===== config.mk =====
export PLATFORM = sky130hd
export DESIGN_NAME = seq_serializer
export DESIGN_NICKNAME = d
export VERILOG_FILES = /design/src/rtl/seq_serializer.sv
export SDC_FILE = /design/constraint.sdc
export NUM_CORES = 1
export LEC_CHECK = 0
export ABC_AREA = 1
export BUFFER_PORTS_ARGS = -buffer_cell sky130_fd_sc_hd__buf_2
export CAP_MARGIN = 10
export CORE_ASPECT_RATIO = 1.5
export CORE_MARGIN = 5
export CORE_UTILIZATION = 47
export CTS_CLUSTER_SIZE = 14
export DETAILED_ROUTE_END_ITERATION = 10
export PLACE_DENSITY = 0.72
export RECOVER_POWER = 25
export SYNTH_ARGS = -nofsm -noshare
export SYNTH_HDL_FRONTEND = slang
export SYNTH_SLANG_ARGS = --single-unit
export TNS_END_PERCENT = 50

===== constraint.sdc =====
create_clock -name clk -period 2.06 [get_ports clk]
set_clock_uncertainty 0.05 [all_clocks]
set_input_delay 0 -clock clk [delete_from_list [all_inputs] [get_ports clk]]
set_output_delay 0 -clock clk [all_outputs]
set_load 0.1 [all_outputs]

===== src/rtl/seq_serializer.sv =====
// seq_serializer: parallel-to-serial bit source for the sequence detector.
// Words enter through a valid/ready write port into a small FIFO and are
// shifted out one bit per clock on ser_out, back-to-back across words.
// Optional feature macro: SER_PARITY_EN appends an even-parity bit to each frame.
module seq_serializer #(
    parameter int   WIDTH     = 8,
    parameter int   DEPTH     = 2,
    parameter bit   MSB_FIRST = 1'b1,
    parameter logic IDLE_BIT  = 1'b0
) (
    input  logic             clk,
    input  logic             reset,
    input  logic             wr_valid,
    output logic             wr_ready,
    input  logic [WIDTH-1:0] wr_data,
    output logic             ser_out,
    output logic             ser_valid,
    output logic             word_done,
    output logic             busy
);

    localparam int PTR_W = $clog2(DEPTH);
    localparam int CNT_W = $clog2(WIDTH);

    localparam logic [CNT_W-1:0] LAST_BIT = CNT_W'(WIDTH - 1);
    localparam logic [CNT_W-1:0] PRE_LAST = CNT_W'(WIDTH - 2);
    localparam logic [PTR_W:0]   FULL_CNT = (PTR_W + 1)'(DEPTH);

`ifdef SER_PARITY_EN
    typedef enum logic [1:0] {S_IDLE, S_SHIFT, S_PARITY} state_t;
`else
    typedef enum logic [0:0] {S_IDLE, S_SHIFT} state_t;
`endif

    state_t             state_q, state_d;
    logic [WIDTH-1:0]   mem_q [DEPTH];
    logic [PTR_W-1:0]   wr_ptr_q, wr_ptr_d;
    logic [PTR_W-1:0]   rd_ptr_q, rd_ptr_d;
    logic [PTR_W:0]     count_q, count_d;
    logic [WIDTH-1:0]   shift_q, shift_d;
    logic [CNT_W-1:0]   bit_cnt_q, bit_cnt_d;
    logic               ser_out_q, ser_out_d;
    logic               ser_valid_q, ser_valid_d;
    logic               word_done_q, word_done_d;
    logic               wr_ready_q, wr_ready_d;
`ifdef SER_PARITY_EN
    logic               parity_q, parity_d;
`endif

    logic               push;
    logic               pop;
    logic               load;
    logic               frame_end;
    logic [WIDTH-1:0]   head;

    // Next-state logic: FIFO bookkeeping, frame sequencing and output bits.
    always_comb begin
        push        = wr_valid && wr_ready_q;
        head        = mem_q[rd_ptr_q];
        pop         = 1'b0;
        load        = 1'b0;
        frame_end   = 1'b0;
        state_d     = state_q;
        shift_d     = shift_q;
        bit_cnt_d   = bit_cnt_q;
        ser_out_d   = ser_out_q;
        ser_valid_d = ser_valid_q;
        word_done_d = 1'b0;
`ifdef SER_PARITY_EN
        parity_d    = parity_q;
`endif

        case (state_q)
            S_IDLE: begin
                if (count_q != '0) begin
                    load = 1'b1;
                end
            end
            S_SHIFT: begin
                if (bit_cnt_q == LAST_BIT) begin
`ifdef SER_PARITY_EN
                    state_d     = S_PARITY;
                    ser_out_d   = parity_q;
                    ser_valid_d = 1'b1;
                    word_done_d = 1'b1;
`else
                    frame_end   = 1'b1;
`endif
                end else begin
                    bit_cnt_d = bit_cnt_q + CNT_W'(1);
                    if (MSB_FIRST) begin
                        ser_out_d = shift_q[WIDTH-1];
                        shift_d   = {shift_q[WIDTH-2:0], 1'b0};
                    end else begin
                        ser_out_d = shift_q[0];
                        shift_d   = {1'b0, shift_q[WIDTH-1:1]};
                    end
`ifndef SER_PARITY_EN
                    word_done_d = (bit_cnt_q == PRE_LAST);
`endif
                end
            end
`ifdef SER_PARITY_EN
            S_PARITY: begin
                frame_end = 1'b1;
            end
`endif
            default: begin
                state_d = S_IDLE;
            end
        endcase

        if (frame_end) begin
            if (count_q != '0) begin
                load = 1'b1;
            end else begin
                state_d     = S_IDLE;
                ser_out_d   = IDLE_BIT;
                ser_valid_d = 1'b0;
                bit_cnt_d   = '0;
            end
        end

        if (load) begin
            pop         = 1'b1;
            state_d     = S_SHIFT;
            bit_cnt_d   = '0;
            ser_valid_d = 1'b1;
            word_done_d = 1'b0;
            if (MSB_FIRST) begin
                ser_out_d = head[WIDTH-1];
                shift_d   = {head[WIDTH-2:0], 1'b0};
            end else begin
                ser_out_d = head[0];
                shift_d   = {1'b0, head[WIDTH-1:1]};
            end
`ifdef SER_PARITY_EN
            parity_d = ^head;
`endif
        end

        wr_ptr_d = push ? wr_ptr_q + PTR_W'(1) : wr_ptr_q;
        rd_ptr_d = pop  ? rd_ptr_q + PTR_W'(1) : rd_ptr_q;
        case ({push, pop})
            2'b10:   count_d = count_q + (PTR_W + 1)'(1);
            2'b01:   count_d = count_q - (PTR_W + 1)'(1);
            default: count_d = count_q;
        endcase
        wr_ready_d = (count_d != FULL_CNT);
    end

    // FIFO storage holds data only; validity is tracked by the pointers and count.
    always_ff @(posedge clk) begin
        if (push) begin
            mem_q[wr_ptr_q] <= wr_data;
        end
    end

    // State, pointer and output registers with asynchronous clear.
    always_ff @(posedge clk or posedge reset) begin
        if (reset) begin
            state_q     <= S_IDLE;
            wr_ptr_q    <= '0;
            rd_ptr_q    <= '0;
            count_q     <= '0;
            shift_q     <= '0;
            bit_cnt_q   <= '0;
            ser_out_q   <= IDLE_BIT;
            ser_valid_q <= 1'b0;
            word_done_q <= 1'b0;
            wr_ready_q  <= 1'b0;
`ifdef SER_PARITY_EN
            parity_q    <= 1'b0;
`endif
        end else begin
            state_q     <= state_d;
            wr_ptr_q    <= wr_ptr_d;
            rd_ptr_q    <= rd_ptr_d;
            count_q     <= count_d;
            shift_q     <= shift_d;
            bit_cnt_q   <= bit_cnt_d;
            ser_out_q   <= ser_out_d;
            ser_valid_q <= ser_valid_d;
            word_done_q <= word_done_d;
            wr_ready_q  <= wr_ready_d;
`ifdef SER_PARITY_EN
            parity_q    <= parity_d;
`endif
        end
    end

    assign wr_ready  = wr_ready_q;
    assign ser_out   = ser_out_q;
    assign ser_valid = ser_valid_q;
    assign word_done = word_done_q;
    assign busy      = (state_q != S_IDLE) || (count_q != '0);

endmodule


==> results of run 1 <==
==> power by group through the flow <==
| stage | combinational [mW] | sequential, mW | clock, mW |
|---|---|---|---|
| 2_1_floorplan | 0.733 | 1.24 | 0 |
| 3_3_place_gp | 1.04 | 1.08 | 0 |
| 3_5_place_dp | 1.08 | 1.09 | 0 |
| 4_1_cts | 1.10 | 1.08 | 0.606 |
| 5_1_grt | 1.23 | 1.11 | 0.632 |
| 6_report | 1.08 | 1.08 | 0.591 |
==> per-layer routing <==
metal	wire [um]	vias up	global-route usage (%)
li1	-	513	-
met1	985	478	13.2
met2	1350	18	24.6
met3	86	8	4.43
met4	73	0	5.84
met5	0	-	0
==> worst reg2reg max path, delay by kind of cell, from the launching register on <==
family | cells | cell delay (ns)
AND/OR/NAND/NOR | 6 | 0.52
flip-flops | 1 | 0.42
adder cells (fa/ha/maj) | 2 | 0.52
buffers and inverters | 2 | 0.16
==> how the worst max path moves through the flow <==
stage | start | endpoint | slack, ns | cells after the start
4_1_cts | bit_cnt_q[0] | wr_ready | 0.29 | 10
2_1_floorplan | ser_valid | wr_ready | 0.01 | 8
3_5_place_dp | bit_cnt_q[0] | wr_ready | 0.30 | 10
6_report | bit_cnt_q[0] | wr_ready | 0.29 | 10
5_1_grt | bit_cnt_q[0] | wr_ready | 0.09 | 10
3_3_place_gp | bit_cnt_q[0] | wr_ready | 0.40 | 10
==> flip-flops by register name, indices dropped and copies added (netlist names) <==
signal / flops
bit_cnt_q: 3
count_q: 2
mem_q: 16
rd_ptr_q: 1
ser_out: 1
ser_valid: 1
shift_q: 7
word_done: 1
wr_ptr_q: 1
wr_ready: 1
==> area by class of cell <==
cell class	count	area share (%)
clock inverters	3	2.28
clock buffers	5	3.92
repair buffers	26	9.90
inverters	15	3.21
well taps	39	2.78
multi-input cells	88	24.9
flip-flops and latches	34	53.0
==> Yosys cell counts <==
cell type | instances | share of area (%)
nand3_1 | 21 | 7.2
a21oi_1 | 2 | 0.69
dfrtp_1 | 18 | 31
inv_2 | 2 | 0.51
o21ai_2 | 1 | 0.60
inv_1 | 13 | 3.3
nor2_2 | 2 | 0.86
ha_1 | 3 | 2.6
nand4_1 | 1 | 0.43
nand2_2 | 1 | 0.43
nand2_4 | 2 | 1.5
nand3b_1 | 1 | 0.51
edfxtp_1 | 16 | 33
nor2_1 | 4 | 1.0
xor2_1 | 3 | 1.8
nand2_1 | 46 | 12
clkbuf_8 | 1 | 0.94
a22oi_1 | 1 | 0.51
buf_6 | 1 | 0.77
buf_2 | 2 | 0.69
==> cell families after synthesis <==
group                    after synthesis  share of synthesized area [%]
AO/OA/AOI/OAI                          4                           1.80
XOR/XNOR                               3                           1.80
adder cells (fa/ha/maj)                3                           2.57
buffers and inverters                 19                           6.26
flip-flops                            34                           63.8
AND/OR/NAND/NOR                       78                           23.8
==> cells in the final DEF (no fill, tap or decap), types with 2 or more instances in the layout <==
cell,Yosys,layout
clkinv_2,0,2
nor2_2,2,2
nand2_1,46,46
nand3_1,21,21
buf_2,2,10
ha_1,3,3
inv_2,2,2
clkbuf_1,0,4
clkbuf_8,1,5
xor2_1,3,3
dlygate4sd3_1,0,9
inv_1,13,13
nand2_4,2,2
a21oi_1,2,2
buf_4,0,2
dfrtp_1,18,18
nor2_1,4,4
edfxtp_1,16,16
==> results.toml, run 1 <==
[power]
p_sw_mw = 1.13
swShare_pct = 41.2
p_per_area_mw_per_mm2 = 1570
power.internal_mw = 1.62
seq_power_share_pct = 39.1
power_frac_comb_pct = 39.4
ir_drop_mv = 1.13
power_frac_clock_pct = 21.5
p_total_mw = 2.75
leakagePower_nw = 0.834

[global_routing]
gr-total-overflow = 0
grt_pass1_wl_mm = 4.47
antenna_found_initial = 0
grt_use_total_pct = 13.3
grt_max_degree = 22
grt_pass1_vias = 1066

[status]
status = "complete, no violations"

[floorplanning]
die_x_um = 55.5
chipHeight_um = 78.3
ios = 16
row_count = 24
core_mm2 = 0.00294
dieArea_mm2 = 0.00434
start_util_pct = 49.6

[worst_setup_path]
critPathTopFamily = "simple AND/OR/NAND/NOR gates"
start_kind = "register"
crit_required_ns = 2.18
rrSetupSlack_ns = 0.29
worst-path-buf-inv = 2
crit_arrival_ns = 1.89
crit_slowest_cell = "dfrtp_1"
rr_endpoint = "wr_ready"
slowest_delay_ns = 0.42
crit_path_cell_trace = "ha_1 -> nand2_1 -> nand2_2 -> nand2_1 -> inv_1 -> ha_1 -> inv_1 -> nand4_1 -> nand2_1 -> nand2_1"
critPathMostFrequentCell = "nand2_1"
worstSetupPathType = "register to register"
end_kind = "register"
regToRegStartpoint = "bit_cnt_q[0]"
worstRegToRegCells = 10
worstPathMaxFanout = 4

[routing]
wl_mm = 2.49
wl_per_cell_um = 11.9
drtIter0Drc = 23
vias = 1017
dr.pass1.iters = 4
drc_errors = 0
postRouteAntennaNets = 0
viasPerCell = 4.84

[cells_and_area]
layout.nets = 184
fin_cells = 210
layout-drive-gt1-share_pct = 16.4
area_growth_pct = 20.3
multi_input_area_um2 = 438
seqCellArea_um2 = 931
fillerInstances = 268
utilization_pct = 59.7
antennaDiodeCount = 0
design_area_mm2 = 0.00176

[place]
placed_area_mm2 = 0.00156
dp.final_hpwl_mm = 1.76
gp_congestion = 0.769
place_ws_ns = 0.296
placed_cells = 193
port_buffers = 15

[synthesis]
netlist_area_mm2 = 0.00146
syn_nets = 155
synth_cell_types = 20
synth_seq_area_share_pct = 63.8
synthCells = 141
avgSynthCellArea_um2 = 10.4
synth_warnings = 0
synth-seq-cells = 34

[clock_tree]
tritoncts = "yes"
cts_hold_buf = 9
cts_num_sinks = 34
cts_max_path_buffers = 2
clk_pin_slew_worst_paths_ns = 0.07
numCtsBuffers = 5
cts-root-buf = "clkbuf_8"
post_cts_resized = 0
clk_latency_ns = 0.28
h-tree-depth = 2
postCtsSetupRepairBufs = 0

[timing]
relSlewSlack_pct = 53.5
report.final.slew_viol_count = 0
setup_tns_ns = 0
holdWs_ns = 0.0353
tightest_slew_ns = 0.697
setup_violations = 0
clock.fmax_ghz = 0.565
fin_crit_sh_pct = 85.9
rsz0062_at_grt = "false"
setup_ws_ns = 0.290
fin_crit_ns = 1.77
final_hold_viol_count = 0

[min_path]
hold_path.class = "primary input to register"
hold_end = "wr_ptr_q"
min_from = "wr_valid"
hold_path_depth = 3

[run]
maxCapViolCount = 0
Note: power is estimated with default switching activity, not from simulation.
==> run 2: changes to the inputs <==
Settings changed: RECOVER_POWER 25 to default.
==> run 2 against run 1 <==
Compared with the run above:
- worst hold slack stayed put
- fmax stayed put
- cell count stayed put
- power hardly changed
- flip-flop and latch count stayed put
- cell area is 0.36% higher
- largest cell class unchanged
- highest routed layer unchanged
==> results.toml, run 2 (synthesis results as in run 1) <==
[status]
status = "complete, no violations"

[worst_setup_path]
rrSetupSlack_ns = 0.29
startpoint = "bit_cnt_q[0]"
worstRegToRegCells = 10
critPathCapture = "wr_ready"
crit_arrival_ns = 1.89
crit_required_ns = 2.18
rr_endpoint = "wr_ready"
end_kind = "register"
worstSetupPathType = "register to register"
regToRegStartpoint = "bit_cnt_q[0]"
worstPathMaxFanout = 4
start_kind = "register"

[min_path]
hold_path.class = "primary input to register"

[routing]
wl_per_cell_um = 11.9
postRouteAntennaNets = 0
vias = 1018
viasPerCell = 4.85
wl_mm = 2.50
drtIter0Drc = 23
dr.pass1.iters = 4
drc_errors = 0

[cells_and_area]
layout_commonest_cell = "nand2_1"
area_growth_pct = 20.7
reg.largest.list = "mem_q (16), shift_q (7), bit_cnt_q (3)"
layout-drive-gt1-share_pct = 19.3
fillerInstances = 265
largest_register_ff_count = 16
regMostFlops = "mem_q"
utilization_pct = 59.9
fin_cells = 210
multi_input_area_um2 = 438
seqCellArea_um2 = 931
layout_common_cells = "nand2_1, nand3_1, dfrtp_1"
layout.nets = 184
antennaDiodeCount = 0
design_area_mm2 = 0.00176

[clock_tree]
cts_max_path_buffers = 2
numCtsBuffers = 5
cts_num_sinks = 34
h-tree-depth = 2
postCtsSetupRepairBufs = 0
clk_latency_ns = 0.28
tritoncts = "yes"
cts-root-buf = "clkbuf_8"
post_cts_resized = 0
clk_pin_slew_worst_paths_ns = 0.07

[global_routing]
grt_pass1_vias = 1066
grt_use_met1_pct = 13.2
grt.met3_usage_pct = 4.43
grt_pass1_wl_mm = 4.47
gr-total-overflow = 0
grt_max_degree = 22
grt_use_total_pct = 13.3
grt_use_met2_pct = 24.6
antenna_found_initial = 0
grt_busiest_layer = "met2"

[timing]
relSlewSlack_pct = 53.5
fin_crit_sh_pct = 85.9
setup_tns_ns = 0
tightest_slew_ns = 0.697
setup_violations = 0
fin_crit_ns = 1.77
rsz0062_at_grt = "false"
final_hold_viol_count = 0
setup_ws_ns = 0.290
report.final.slew_viol_count = 0
holdWs_ns = 0.0353
clock.fmax_ghz = 0.565

[floorplanning]
die_x_um = 55.5
chipHeight_um = 78.3
core_mm2 = 0.00294
dieArea_mm2 = 0.00434
row_count = 24
start_util_pct = 49.6
ios = 16

[place]
placed_area_mm2 = 0.00156
place_ws_ns = 0.296
gp_congestion = 0.769
placed_cells = 193
port_buffers = 15
dp.final_hpwl_mm = 1.76

[power]
p_total_mw = 2.75
p_per_area_mw_per_mm2 = 1560
leakagePower_nw = 0.848
ir_drop_mv = 1.13

[run]
maxCapViolCount = 0
[run 2: cell types whose count changed in the layout (fill, tap and decap cells not counted)]
cell / delta
buf_2: +5
buf_1: -1
clkbuf_1: -4
[run 2: how the worst min path moves through the flow]
stage,start,endpoint,slack [ns],cells past startpoint
finish,wr_valid,wr_ptr_q,0.04,3
global route,wr_valid,wr_ptr_q,0.07,3
CTS,wr_valid,wr_ptr_q,0.04,3
detailed placement,reset,ser_out,0.1,2
global placement,reset,ser_out,0.08,2
floorplan,reset,bit_cnt_q[0],-0.11,1
[run 2: report_power, final]
part,internal [mW],switching (mW),total [mW]
registers,0.942,0.134,1.08
logic,0.321,0.763,1.08
clock network,0.356,0.235,0.590
total,1.62,1.13,2.75
[run 2: final cells by class]
type | count | area share, %
Clock buffer | 5 | 3.90
Clock inverter | 3 | 2.27
Inverter | 15 | 3.19
Multi-Input combinational cell | 88 | 24.8
Sequential cell | 34 | 52.8
Tap cell | 39 | 2.77
Timing Repair Buffer | 26 | 10.2
[run 2: worst max-delay path, stage by stage, from the launching register on]
cell and delay [ns]:
dfrtp_1 0.42, ha_1 0.22, nand2_1 0.10, nand2_2 0.06
nand2_1 0.09, inv_1 0.07, ha_1 0.29, inv_1 0.09
nand4_1 0.10, nand2_1 0.10, nand2_1 0.07
[run 2: layer usage]
layer,part of all wire [%],up-vias
met4,2.9,0
met5,0,-
met1,40,478
met2,54,18
li1,-,514
met3,3.3,8
[run 2: repair_timing]
| item | CTS | global route |
|---|---|---|
| endpoints found under the hold margin | 34 | 0 |
| setup endpoints to repair | 0 | 0 |
| hold buffers | 9 | 0 |
==> run 3: changes to the inputs <==
Settings changed: ABC_CLOCK_PERIOD_IN_PS from default to 2060, CORE_UTILIZATION 47 to 45, PLACE_DENSITY 0.72 to 0.7.
==> run 3 against run 2 <==
Compared with the run above:
- combinational power hardly changed
- largest power group unchanged
- worst setup slack better by 0.021 ns
- critical endpoint unchanged
- largest cell class unchanged
- non-clock buffer count stayed put
- utilization is 4.5 points lower
- critical path type unchanged
==> results.toml, run 3 (synthesis results as in run 1) <==
[clock_tree]
cts-root-buf = "clkbuf_8"
tritoncts = "yes"
postCtsSetupRepairBufs = 0
cts_num_sinks = 34
clk_latency_ns = 0.28
cts_max_path_buffers = 2
numCtsBuffers = 5
h-tree-depth = 2
clk_pin_slew_worst_paths_ns = 0.06

[routing]
vias = 995
viasPerCell = 4.74
wl_met3_um = 119
drc_errors = 0
dr.pass1.iters = 4
top_layer = "met4"
route.layer.met1.wl_um = 931
postRouteAntennaNets = 0
wl_mm = 2.49
wl_met2_mm = 1.39
drtIter0Drc = 12
wl_per_cell_um = 11.9

[worst_setup_path]
worstSetupPathType = "register to register"
worstPathMaxFanout = 4
rrSetupSlack_ns = 0.31
end_kind = "register"
crit_arrival_ns = 1.86
start_kind = "register"
crit_required_ns = 2.17

[timing]
clock.fmax_ghz = 0.572
setup_tns_ns = 0
fin_crit_ns = 1.75
final_hold_viol_count = 0
relSlewSlack_pct = 53.8
fin_crit_sh_pct = 84.9
setup_violations = 0
tightest_slew_ns = 0.692
report.final.slew_viol_count = 0
rsz0062_at_grt = "false"

[global_routing]
antenna_found_initial = 0
grt_use_total_pct = 12.9
grt_pass1_vias = 1004
gr-total-overflow = 0
grt_max_degree = 22
grt_pass1_wl_mm = 4.41

[cells_and_area]
seqCellArea_um2 = 931
utilization_pct = 55.4
fin_cells = 210
reg.largest.list = "mem_q (16), shift_q (7), bit_cnt_q (3)"
antennaDiodeCount = 0
largest_register_ff_count = 16
regMostFlops = "mem_q"
area_growth_pct = 18.6
fillerInstances = 277
layout-drive-gt1-share_pct = 17.6
layout_commonest_cell = "nand2_1"
layout.nets = 184
layout_common_cells = "nand2_1, nand3_1, dfrtp_1"
multi_input_area_um2 = 438

[min_path]
hold_path.class = "primary input to register"

[run]
maxCapViolCount = 0

[place]
gp_congestion = 0.748
port_buffers = 15
dp.final_hpwl_mm = 1.73
placed_cells = 194

[floorplanning]
ios = 16
die_x_um = 56.5
row_count = 25
core_mm2 = 0.00313
chipHeight_um = 79.8
start_util_pct = 46.7
dieArea_mm2 = 0.00451

[status]
status = "complete, no violations"

[power]
p_total_mw = 2.60
ir_drop_mv = 1.00
p_per_area_mw_per_mm2 = 1500
leakagePower_nw = 0.828
==> run 3: through the flow <==
step	worst slack, ns	instance area (um2)	hold WS, ns
3_5_place_dp	0.317	1570	0.103
2_1_floorplan	0.0108	1460	-0.111
4_1_cts	0.313	1730	0.0282
3_3_place_gp	0.396	1570	0.0779
6_report	0.311	1730	0.0366
5_1_grt	0.158	1730	0.0482
==> run 3: worst paths after layout <==
kind / cells after the start / startpoint / endpoint
worst max register to register: 10 / bit_cnt_q[0] / wr_ready
min in group asynchronous: 3 / reset / ser_out
worst min-delay path: 3 / wr_valid / wr_ptr_q
worst min register to register: 2 / shift_q[2] / shift_q[3]
max in group asynchronous: 3 / reset / shift_q[2]
worst max-delay path: 10 / bit_cnt_q[0] / wr_ready
==> run 3: cell type report <==
type / instances / share of cell area [%]
flip-flops and latches: 34 / 53.8
multi-input cells: 88 / 25.3
repair buffers: 26 / 10.4
clock buffers: 7 / 4.41
inverters: 15 / 3.25
well taps: 40 / 2.89
==> run 3: worst max-delay path, stage by stage, from the launching register on <==
cell and delay [ns]:
dfrtp_1 0.41, ha_1 0.22, nand2_1 0.10, nand2_2 0.06
nand2_1 0.10, inv_1 0.08, ha_1 0.30, inv_1 0.08
nand4_1 0.09, nand2_1 0.10, nand2_1 0.05
==> run 3: layer usage <==
metal  track usage, %  vias up
li1                 -      511
met1             12.7      459
met4             5.70        0
met2             24.0       19
met5                0        -
met3             4.53        6
==> run 3: repair_timing <==
item / in CTS / in global routing
hold endpoints to repair: 34 / 0
hold buffers: 9 / 0
resized for setup: 0 / 0
==> run 3: power by group <==
group          switching (mW)  total (mW)  internal [mW]
clock                   0.208       0.440          0.232
sequential              0.139        1.08          0.943
combinational           0.757        1.08          0.322
total                    1.10        2.60           1.50
